## src/rtl/instr_encode_loader.sv

```systemverilog
// instr_encode_loader: takes instruction descriptors from a valid/ready stream,
// encodes each into a 32-bit MIPS R/I/J word and writes the words sequentially
// into instruction memory. The CPU is held in reset until a full program is in.
module instr_encode_loader #(
  parameter int ADDR_W    = 6,
  parameter int BASE_ADDR = 0
) (
  input  logic              clk,
  input  logic              reset,
  input  logic              start,
  input  logic              in_valid,
  output logic              in_ready,
  input  logic [3:0]        in_kind,
  input  logic [4:0]        in_rs,
  input  logic [4:0]        in_rt,
  input  logic [4:0]        in_rd,
  input  logic [15:0]       in_imm,
  input  logic [25:0]       in_target,
  input  logic              in_last,
  output logic              imem_we,
  output logic [ADDR_W-1:0] imem_addr,
  output logic [31:0]       imem_wdata,
  output logic              cpu_hold,
  output logic              done,
  output logic              error,
  output logic [ADDR_W:0]   count
);

  localparam logic [ADDR_W-1:0] LP_BASE     = ADDR_W'(BASE_ADDR);
  localparam logic [ADDR_W-1:0] LP_TOP      = '1;  // word address DEPTH-1
  localparam logic [ADDR_W-1:0] LP_ADDR_ONE = 1;
  localparam logic [ADDR_W:0]   LP_CNT_ONE  = 1;

  typedef enum logic [1:0] {
    ST_IDLE,
    ST_LOAD,
    ST_DONE,
    ST_ERR
  } state_t;

  state_t            r_state;
  logic              r_in_ready;
  logic              r_imem_we;
  logic [ADDR_W-1:0] r_imem_addr;
  logic [31:0]       r_imem_wdata;
  logic              r_cpu_hold;
  logic              r_done;
  logic              r_error;
  logic [ADDR_W:0]   r_count;
  logic [ADDR_W-1:0] r_next_addr;
  // Set when the final word is being written; done/cpu_hold follow one cycle later.
  logic              r_fin;

  logic [31:0]       w_word;
  logic              w_legal;
  logic              w_accept;

  assign w_accept = in_valid & r_in_ready;

  // Encode the current descriptor into a MIPS word and flag illegal kinds.
  always_comb begin
    // NOTE: every output gets a default first so no path leaves it unassigned (no latch).
    w_word  = '0;
    w_legal = 1'b1;
    case (in_kind)
      4'd0:    w_word = {6'h00, in_rs, in_rt, in_rd, 5'b0, 6'h20};  // ADD
      4'd1:    w_word = {6'h00, in_rs, in_rt, in_rd, 5'b0, 6'h22};  // SUB
      4'd2:    w_word = {6'h00, in_rs, in_rt, in_rd, 5'b0, 6'h24};  // AND
      4'd3:    w_word = {6'h00, in_rs, in_rt, in_rd, 5'b0, 6'h25};  // OR
      4'd4:    w_word = {6'h00, in_rs, in_rt, in_rd, 5'b0, 6'h2A};  // SLT
      4'd5:    w_word = {6'h23, in_rs, in_rt, in_imm};              // LW
      4'd6:    w_word = {6'h2B, in_rs, in_rt, in_imm};              // SW
      4'd7:    w_word = {6'h04, in_rs, in_rt, in_imm};              // BEQ
      4'd8:    w_word = {6'h08, in_rs, in_rt, in_imm};              // ADDI
      4'd9:    w_word = {6'h02, in_target};                         // J
      default: w_legal = 1'b0;
    endcase
  end

  // Load-control FSM with all outputs registered.
  always_ff @(posedge clk) begin
    // NOTE: sequential state uses non-blocking assignments so every register samples pre-edge values.
    if (reset) begin
      r_state      <= ST_IDLE;
      r_in_ready   <= 1'b0;
      r_imem_we    <= 1'b0;
      r_imem_addr  <= LP_BASE;
      r_imem_wdata <= '0;
      r_cpu_hold   <= 1'b1;
      r_done       <= 1'b0;
      r_error      <= 1'b0;
      r_count      <= '0;
      r_next_addr  <= LP_BASE;
      r_fin        <= 1'b0;
    end else begin
      r_imem_we <= 1'b0;
      case (r_state)
        ST_LOAD: begin
          // start is deliberately ignored here so a running load is never restarted.
          if (w_accept) begin
            if (!w_legal) begin
              r_state    <= ST_ERR;
              r_error    <= 1'b1;
              r_in_ready <= 1'b0;
            end else begin
              r_imem_we    <= 1'b1;
              r_imem_addr  <= r_next_addr;
              r_imem_wdata <= w_word;
              r_count      <= r_count + LP_CNT_ONE;
              if (in_last) begin
                r_state    <= ST_DONE;
                r_in_ready <= 1'b0;
                r_fin      <= 1'b1;
              end else if (r_next_addr == LP_TOP) begin
                // Memory full and program not finished: abort rather than wrap to 0.
                r_state    <= ST_ERR;
                r_error    <= 1'b1;
                r_in_ready <= 1'b0;
              end else begin
                r_next_addr <= r_next_addr + LP_ADDR_ONE;
              end
            end
          end
        end
        default: begin
          if (start) begin
            r_state     <= ST_LOAD;
            r_in_ready  <= 1'b1;
            r_next_addr <= LP_BASE;
            r_count     <= '0;
            r_done      <= 1'b0;
            r_error     <= 1'b0;
            r_cpu_hold  <= 1'b1;
            r_fin       <= 1'b0;
          end else if (r_fin) begin
            // The last word was written in the previous cycle; release the CPU now.
            r_done     <= 1'b1;
            r_cpu_hold <= 1'b0;
            r_fin      <= 1'b0;
          end
        end
      endcase
    end
  end

  assign in_ready   = r_in_ready;
  assign imem_we    = r_imem_we;
  assign imem_addr  = r_imem_addr;
  assign imem_wdata = r_imem_wdata;
  assign cpu_hold   = r_cpu_hold;
  assign done       = r_done;
  assign error      = r_error;
  assign count      = r_count;

endmodule

```

## config.mk

```make
export PLATFORM = sky130hd
export DESIGN_NAME = instr_encode_loader
export DESIGN_NICKNAME = d
export VERILOG_FILES = /design/src/rtl/instr_encode_loader.sv
export SDC_FILE = /design/constraint.sdc
export NUM_CORES = 1
export LEC_CHECK = 0
export CAP_MARGIN = 5
export CORE_AREA = 2 2 93 95
export DETAILED_ROUTE_END_ITERATION = 10
export DIE_AREA = 0 0 95 97
export HOLD_SLACK_MARGIN = 0.1
export PLACE_DENSITY = 0.76
export SYNTH_ARGS = -nofsm -noshare
export SYNTH_HDL_FRONTEND = slang
export SYNTH_SLANG_ARGS = --single-unit
```

## constraint.sdc

```tcl
create_clock -name clk -period 2.16 [get_ports clk]
set_input_delay 0.432 -clock clk [delete_from_list [all_inputs] [get_ports clk]]
set_output_delay 0.432 -clock clk [all_outputs]
set_load 0.05 [all_outputs]
```

After elaboration in Yosys (flattened, before gate mapping)
Index checks and enable logic that the tools add are counted.
{"block": "classes", "add_sub_neg": 2, "n_eq_ne": 18, "n_mux": 35, "bitwise": 3, "reduce_logical": 13}
{"operator": "case mux 32 bit (10 select lines)", "n": 1}
{"operator": "2-to-1 mux 6 bit", "n": 6}
{"operator": "2-to-1 mux 7 bit", "n": 4}
{"operator": "2-to-1 mux 1 bit", "n": 18}
{"operator": "== test 4 x 3 -> 1 bit, second input constant", "n": 4}
{"operator": "2-to-1 mux 2 bit", "n": 6}
{"operator": "AND reduction 3 bit", "n": 4}
{"operator": "OR reduction 10 bit", "n": 1}
{"operator": "== test 4 x 2 -> 1 bit, second input constant", "n": 2}
{"operator": "== test 4 bit, second input constant", "n": 2}
{"operator": "inequality test 2 bit, second input constant", "n": 4}
{"operator": "adder 7 x 1 -> 7 bit, second input constant", "n": 1}
{"operator": "adder 6 x 1 -> 6 bit, second input constant", "n": 1}
{"operator": "== test 6 bit, second input constant", "n": 1}
{"operator": "inequality test 3 bit, second input constant", "n": 2}
{"operator": "AND reduction 5 bit", "n": 1}
{"operator": "== test 4 x 1 -> 1 bit, second input constant", "n": 1}
{"operator": "logical NOT 4 bit", "n": 1}
{"operator": "inequality test 4 bit, second input constant", "n": 1}
{"operator": "AND reduction 4 bit", "n": 1}
{"operator": "nonzero test 2 bit", "n": 2}
{"operator": "OR reduction 3 bit", "n": 1}
{"operator": "== test 2 x 1 -> 1 bit, second input constant", "n": 1}
{"operator": "NOT 1 bit", "n": 2}
{"operator": "other kinds (3)", "n": 3}
{"block": "totals", "register_bits": 59, "output_inout_bits": 50, "elab_cells": 82}

Longest topological paths before layout
Gate-level depths: netlist (run 1).
{"block": "logic_depth", "depth_word": 6, "mapped_depth": 7}

Worst setup path after synthesis (run 1)
No wires, ideal clock.
{"block": "synth_path", "path_kind": "flip-flop to flip-flop", "startpoint": "register r_in_ready (netlist: in_ready)", "endpoint": "register r_count[5] (netlist: count[5])", "setup_time_ns": 0.070, "arrival_time_ns": 1.822, "t_required_ns": 2.090, "path_slack_ns": 0.268, "stages_incl_launch_ff": 6, "synth_period_minus_slack_ns": 1.892, "path_cell_list": "dfxtp_1 > and4b_1 > a22oi_1 > buf_2 > or4_1 > a21oi_1"}
{"block": "synth_via", "elab_chain_len": 3}
{"item": "from (decl)", "line": "42", "rtl": "logic r_in_ready;"}
{"item": "from (signal assigned)", "line": "85", "rtl": "r_in_ready <= 1'b0;"}
{"item": "from (signal assigned)", "line": "104", "rtl": "r_in_ready <= 1'b0;"}
{"item": "from (signal assigned)", "line": "112", "rtl": "r_in_ready <= 1'b0;"}
{"item": "bitwise AND 1 bit", "line": "58", "rtl": "assign w_accept = in_valid & r_in_ready;"}
{"item": "inequality test 2 bit (no line)"}
{"item": "AND reduction 3 bit (no line)"}
{"item": "to (signal assigned)", "line": "109", "rtl": "r_count <= r_count + LP_CNT_ONE;"}
{"item": "to (decl)", "line": "49", "rtl": "logic [ADDR_W:0] r_count;"}
No other way between the ends.
A chain may end at the register's enable or synchronous reset.

Worst setup path after layout (run 1)
{"block": "layout_path", "startpoint": "register r_in_ready (netlist: in_ready)", "endpoint": "output port in_ready"}
{"item": "to (decl)", "line": "12", "rtl": "output logic in_ready,"}
No word-level cell between the ends.

==> results.yml, run 1 <==
sta:
  skew_ns: 0.0104
  final_hold_viol_count: 0
  holdWs_ns: 0.449
  timing.final.crit_share_pct: 93.7
  setup_viol: 0
  max_freq_mhz: 494
  slew_headroom_pct: 63.3
  tightest_slew_ns: 0.548
  period_minus_slack_ns: 2.02
  rsz0062_at_grt: "false"
  maxSlewViolCount: 0
  fin_ws_ns: 0.137
clocking:
  htreeDepth: 3
  post_cts_buffers: 0
  cts_root_buffer: "clkbuf_8"
  cts.path.max_buffers: 2
  clkLatencyLatePin_ns: 0.33
  postCtsHoldBufs: 0
  path_clk_slew_ns: 0.07
  cts_tree: "yes"
  cts-buffers-inserted: 9
  cts_sinks: 57
pwr:
  ir_worst_vdd_v: 0.000277
  p_leak_nw: 1.55
  power_mw: 2.47
  powerDensity_nw_per_um2: 568
drt:
  drtIter0Drc: 112
  wl_per_cell_um: 14.5
  antenna_left: 0
  vias_per_cell: 5.28
  drc: 0
  finalWirelength_mm: 8.30
  dr.pass1.iters: 6
  vias: 3015
synthesis:
  syn_nets: 405
  syn_area_sq_um: 2790
  synthSimpleGateAreaFrac_pct: 23.4
  synth_compound_area_share_pct: 27.3
  yosys_warnings: 0
  ys_seq_elements: 57
  synth_edf_count: 0
  yosys_most_used_dff: "dfxtp_1"
  synth_xor_area_share_pct: 0.314
  ys_types: 52
  ys_seq_area_share_pct: 41.0
  synth.area.mux_share_pct: 1.17
  avgSynthCellArea_sq_um: 8.27
  syn_inst: 337
  synth_fa_ha_area_share_pct: 0.898
  synth_top_family_by_area: "compound AO/OA/AOI/OAI gates"
  async_flop_share_pct: 0
die:
  row_count: 33
  fp.dieH_um: 97
  io_pins: 116
  die_area_sq_um: 9220
  start_util_pct: 34.3
  dieWidth_um: 95
  coreArea_sq_um: 8130
worst_setup_path:
  worstSetupStartpoint: "in_ready$_SDFFE_PP0P_"
  required_ns: 1.73
  cpMaxStageDelayCell: "clkdlybuf4s50_1"
  critPathTopFamily: "buffers and inverters"
  r2r-start: "r_state[1]$_SDFFE_PP0P_"
  worst_setup_path_start_kind: "register"
  cp_cell_sequence: "clkdlybuf4s50_1"
  max_stage_delay_ns: 0.84
  arrival_ns: 1.59
  critPathBufInv: 1
  r2r_cells: 4
  end_kind: "primary output"
  crit_cells: 1
  path_max_fanout: 6
  worstSetupPathType: "register to primary output"
finish:
  drive_gt1_share_pct: 12.4
  antenna_cells: 0
  fin_nets: 529
  area_delta_synth_final_pct: 55.9
  fill_cells: 747
  multi_input_area_sq_um: 1490
  regArea_sq_um: 1140
placement:
  dp_slack_ns: -0.221
  dp_hpwl_mm: 6.38
  io_buffers: 114
  place_congestion: 0.906
job:
  maxCapViolations: 0
global_route:
  grt_antenna_before_repair: 0
  gr-total-overflow: 0
  grt_start_max_net_pins: 31
  grt_pass1_vias: 2967
  grtUsageTotal_pct: 18.8
  grt_pass1_wl_mm: 13.9
hold_path:
  worstHoldStart: "cpu_hold$_SDFFE_PP1P_"
  min-delay-path-class: "register to register"
  whs_path_depth: 2
outcome:
  outcome: "complete, no violations"
[layout by cell type (no fill, tap or decap), drive strengths merged, types with 11 or more instances in the layout]
cell type / count
nor3: 23
dfxtp: 57
clkdlybuf4s50: 113
buf: 29
clkbuf: 14
nand3: 11
nand2: 37
a221oi: 17
a21oi: 29
nor2: 41
[timing repair]
action | CTS | global route
hold endpoints to repair | 0 | 0
setup endpoints to repair | 0 | 2
resized for setup | 0 | 1
[per-stage QoR]
stage | std cells | setup TNS (ns) | area, sq um | util (%)
after global placement | 555 | -1.25 | 4140 | 50.9
final | 571 | 0 | 4340 | 53.4
after CTS | 571 | 0 | 4340 | 53.3
after floorplan | 337 | 0 | 2790 | -
after global routing | 571 | 0 | 4340 | 53.4
after detailed placement | 555 | -2.14 | 4140 | 50.9
[kinds of logic after synthesis]
family / after synthesis
and+or+nand+nor: 137
AOI/OAI and AO/OA: 103
DFF: 57
buffers and inverters: 33
muxes: 3
adders and majority gates: 2
other: 1
xor gates and xnor gates: 1
[final timing paths]
kind | to | slack [ns]
setup reg to reg | count[6]$_SDFFE_PP0P_ | 0.39
setup / recovery | in_ready | 0.14
hold / removal | cpu_hold$_SDFFE_PP1P_ | 0.45
hold reg to reg | cpu_hold$_SDFFE_PP1P_ | 0.45
[where the power goes]
| part | switching, mW | internal (mW) |
|---|---|---|
| logic | 0.225 | 0.217 |
| clock network | 0.402 | 0.538 |
| registers | 0.0136 | 1.07 |
[cell type report]
cell class,count,share of cell area [%]
Sequential cell,57,26.3
Multi-Input combinational cell,247,34.4
Inverter,4,0.346
Clock buffer,14,4.21
Clock inverter,2,0.230
Tap cell,105,3.02
Timing Repair Buffer,142,31.6
[cells in the mapped netlist, drive strengths merged, types with 2 or more instances]
master   n  area, sq um
dfxtp   57         1140
nor2    41          164
nand2   37          139
a21oi   29          145
nor3    23          115
buf     21          116
a221oi  17          149
nand3   11         55.1
clkbuf   8         30.0
a211oi   7         52.6
a31oi    7         43.8
nor2b    7         43.8
o21ai    6         45.1
o31ai    6         50.1
nand2b   5         31.3
o211a    5         50.1
o221a    5         56.3
or4      5         37.5
a311oi   4         35.0
inv      4         15.0
o211ai   3         22.5
ha       2         25.0
mux2     2         22.5
o21a     2         15.0
o21bai   2         15.0
o41ai    2         17.5
or3      2         12.5
[layer usage]
metal | share of wire [%] | wire length, um | global-route usage [%] | vias up
li1 | - | - | - | 1507
met1 | 43 | 3560 | 23.1 | 1381
met2 | 49 | 4100 | 31.0 | 117
met3 | 6.6 | 546 | 5.45 | 10
met4 | 1.2 | 98 | 6.13 | 0
met5 | 0 | 0 | 0 | -
[flip-flops by register name, summed over array words and instances, names as in the netlist]
name / flops
imem_wdata: 30
count: 7
imem_addr: 6
r_next_addr: 6
r_state: 2
cpu_hold: 1
done: 1
error: 1
imem_we: 1
in_ready: 1
r_fin: 1
Power figures use the tool's default switching activity.
==> run 2, diff against run 1 <==
--- a/config.mk
+++ b/config.mk
@@ -7,6 +7,7 @@
 export LEC_CHECK = 0
 export CAP_MARGIN = 5
 export CORE_AREA = 2 2 93 95
+export CTS_BUF_LIST = sky130_fd_sc_hd__clkbuf_2
 export DETAILED_ROUTE_END_ITERATION = 10
 export DIE_AREA = 0 0 95 97
 export HOLD_SLACK_MARGIN = 0.1
==> results.yml, run 2 (synthesized netlist as in run 1, its figures left out) <==
finish:
  area_delta_synth_final_pct: 52.4
  final_cell_mix: "94 x clkdlybuf4s50_1, 57 x dfxtp_1, 39 x nor2_1"
  fin_nets: 529
  post-route-util_pct: 52.2
  drive_gt1_share_pct: 11.8
  antenna_cells: 0
  final_cell_area_sq_um: 4250
  finalNonFillerCells: 571
  layout_commonest_cell: "clkdlybuf4s50_1"
  largest_reg_flops: 30
clocking:
  cts.path.max_buffers: 2
  cts_tree: "yes"
  clkLatencyLatePin_ns: 0.46
  cts_root_buffer: "clkbuf_2"
  post_cts_buffers: 0
  postCtsHoldBufs: 0
  cts_sinks: 57
  htreeDepth: 3
  cts-buffers-inserted: 9
  path_clk_slew_ns: 0.15
sta:
  max_freq_mhz: 482
  rsz0062_at_grt: "false"
  maxSlewViolCount: 0
  fin_ws_ns: 0.0874
  final_hold_viol_count: 0
  holdWs_ns: 0.443
  slew_headroom_pct: 48.7
  skew_ns: 0.0314
  period_minus_slack_ns: 2.07
  setup_viol: 0
  timing.final.crit_share_pct: 96.0
  tightest_slew_ns: 0.765
placement:
  place_area_sq_um: 4140
  dp_hpwl_mm: 6.38
  dp_slack_ns: -0.221
  place_inst: 555
  io_buffers: 114
  place_congestion: 0.906
global_route:
  grtUsageMet1_pct: 22.8
  grt_antenna_before_repair: 0
  grtUsageTotal_pct: 18.8
  top_usage_layer: "met2"
  use_met2_pct: 31.3
  grt_pass1_vias: 2996
  grt_pass1_wl_mm: 14.0
  gr-total-overflow: 0
  grt.met3_usage_pct: 5.69
  grt_start_max_net_pins: 31
pwr:
  powerDensity_nw_per_um2: 477
  ir_worst_vdd_v: 0.000283
  p_leak_nw: 1.78
drt:
  vias_per_cell: 5.25
  drtIter0Drc: 121
  vias: 3000
  dr.pass1.iters: 4
  antenna_left: 0
  drc: 0
  finalWirelength_mm: 8.34
  wl_per_cell_um: 14.6
die:
  start_util_pct: 34.3
  fp.dieH_um: 97
  die_area_sq_um: 9220
  dieWidth_um: 95
  coreArea_sq_um: 8130
  row_count: 33
  io_pins: 116
worst_setup_path:
  path_max_fanout: 2
  required_ns: 1.73
  worstSetupPathType: "register to primary output"
  critPathTopFamily: "buffers and inverters"
  cpMaxStageDelayCell: "clkdlybuf4s50_1"
  arrival_ns: 1.64
  cp_cell_sequence: "clkdlybuf4s50_1"
  critPathBufInv: 1
  worst_setup_path_start_kind: "register"
  end_kind: "primary output"
  max_stage_delay_ns: 0.81
outcome:
  outcome: "complete, no violations"
hold_path:
  min-delay-path-class: "primary input to register"
job:
  maxCapViolations: 0
==> run 2: metal layers <==
layer,routed length [um],up-vias,part of all wire [%]
met5,0,-,0
met4,108,0,1.3
met3,551,12,6.6
met2,4160,115,50
met1,3520,1361,42
li1,-,1512,-
==> run 2: area by class of cell <==
type / count / area [sq um]
Fill cell: 768 / 3890
Tap cell: 105 / 131
Clock buffer: 10 / 50.0
Multi-Input combinational cell: 247 / 1480
Clock inverter: 6 / 25.0
Timing Repair Buffer: 142 / 1400
Sequential cell: 57 / 1140
Inverter: 4 / 15.0
==> run 2: what timing repair did <==
action	CTS	global route
setup endpoints to repair	6	14
pin swaps	0	0
gates resized for setup	5	14
==> run 2: report_power, final <==
part	switching, mW	internal (mW)
clock	0.367	0.138
sequential	0.0134	1.07
combinational	0.224	0.215
==> run 2: worst paths after layout <==
path                                   start               endpoint  slack (ns)  cells after the start
hold reg to reg        cpu_hold$_SDFFE_PP1P_  cpu_hold$_SDFFE_PP1P_        0.46                      2
setup reg to reg     r_state[1]$_SDFFE_PP0P_  count[6]$_SDFFE_PP0P_        0.38                      4
hold / removal                         reset  count[0]$_SDFFE_PP0P_        0.44                      2
setup / recovery  imem_wdata[1]$_SDFFE_PP0P_          imem_wdata[1]        0.09                      1
==> run 2: through the flow <==
stage | setup TNS [ns] | power [mW]
2_1_floorplan | 0 | 1.33
3_3_place_gp | -1.25 | 1.54
3_5_place_dp | -2.14 | 1.55
4_1_cts | 0 | 2.05
5_1_grt | 0 | 2.13
6_report | 0 | 2.03
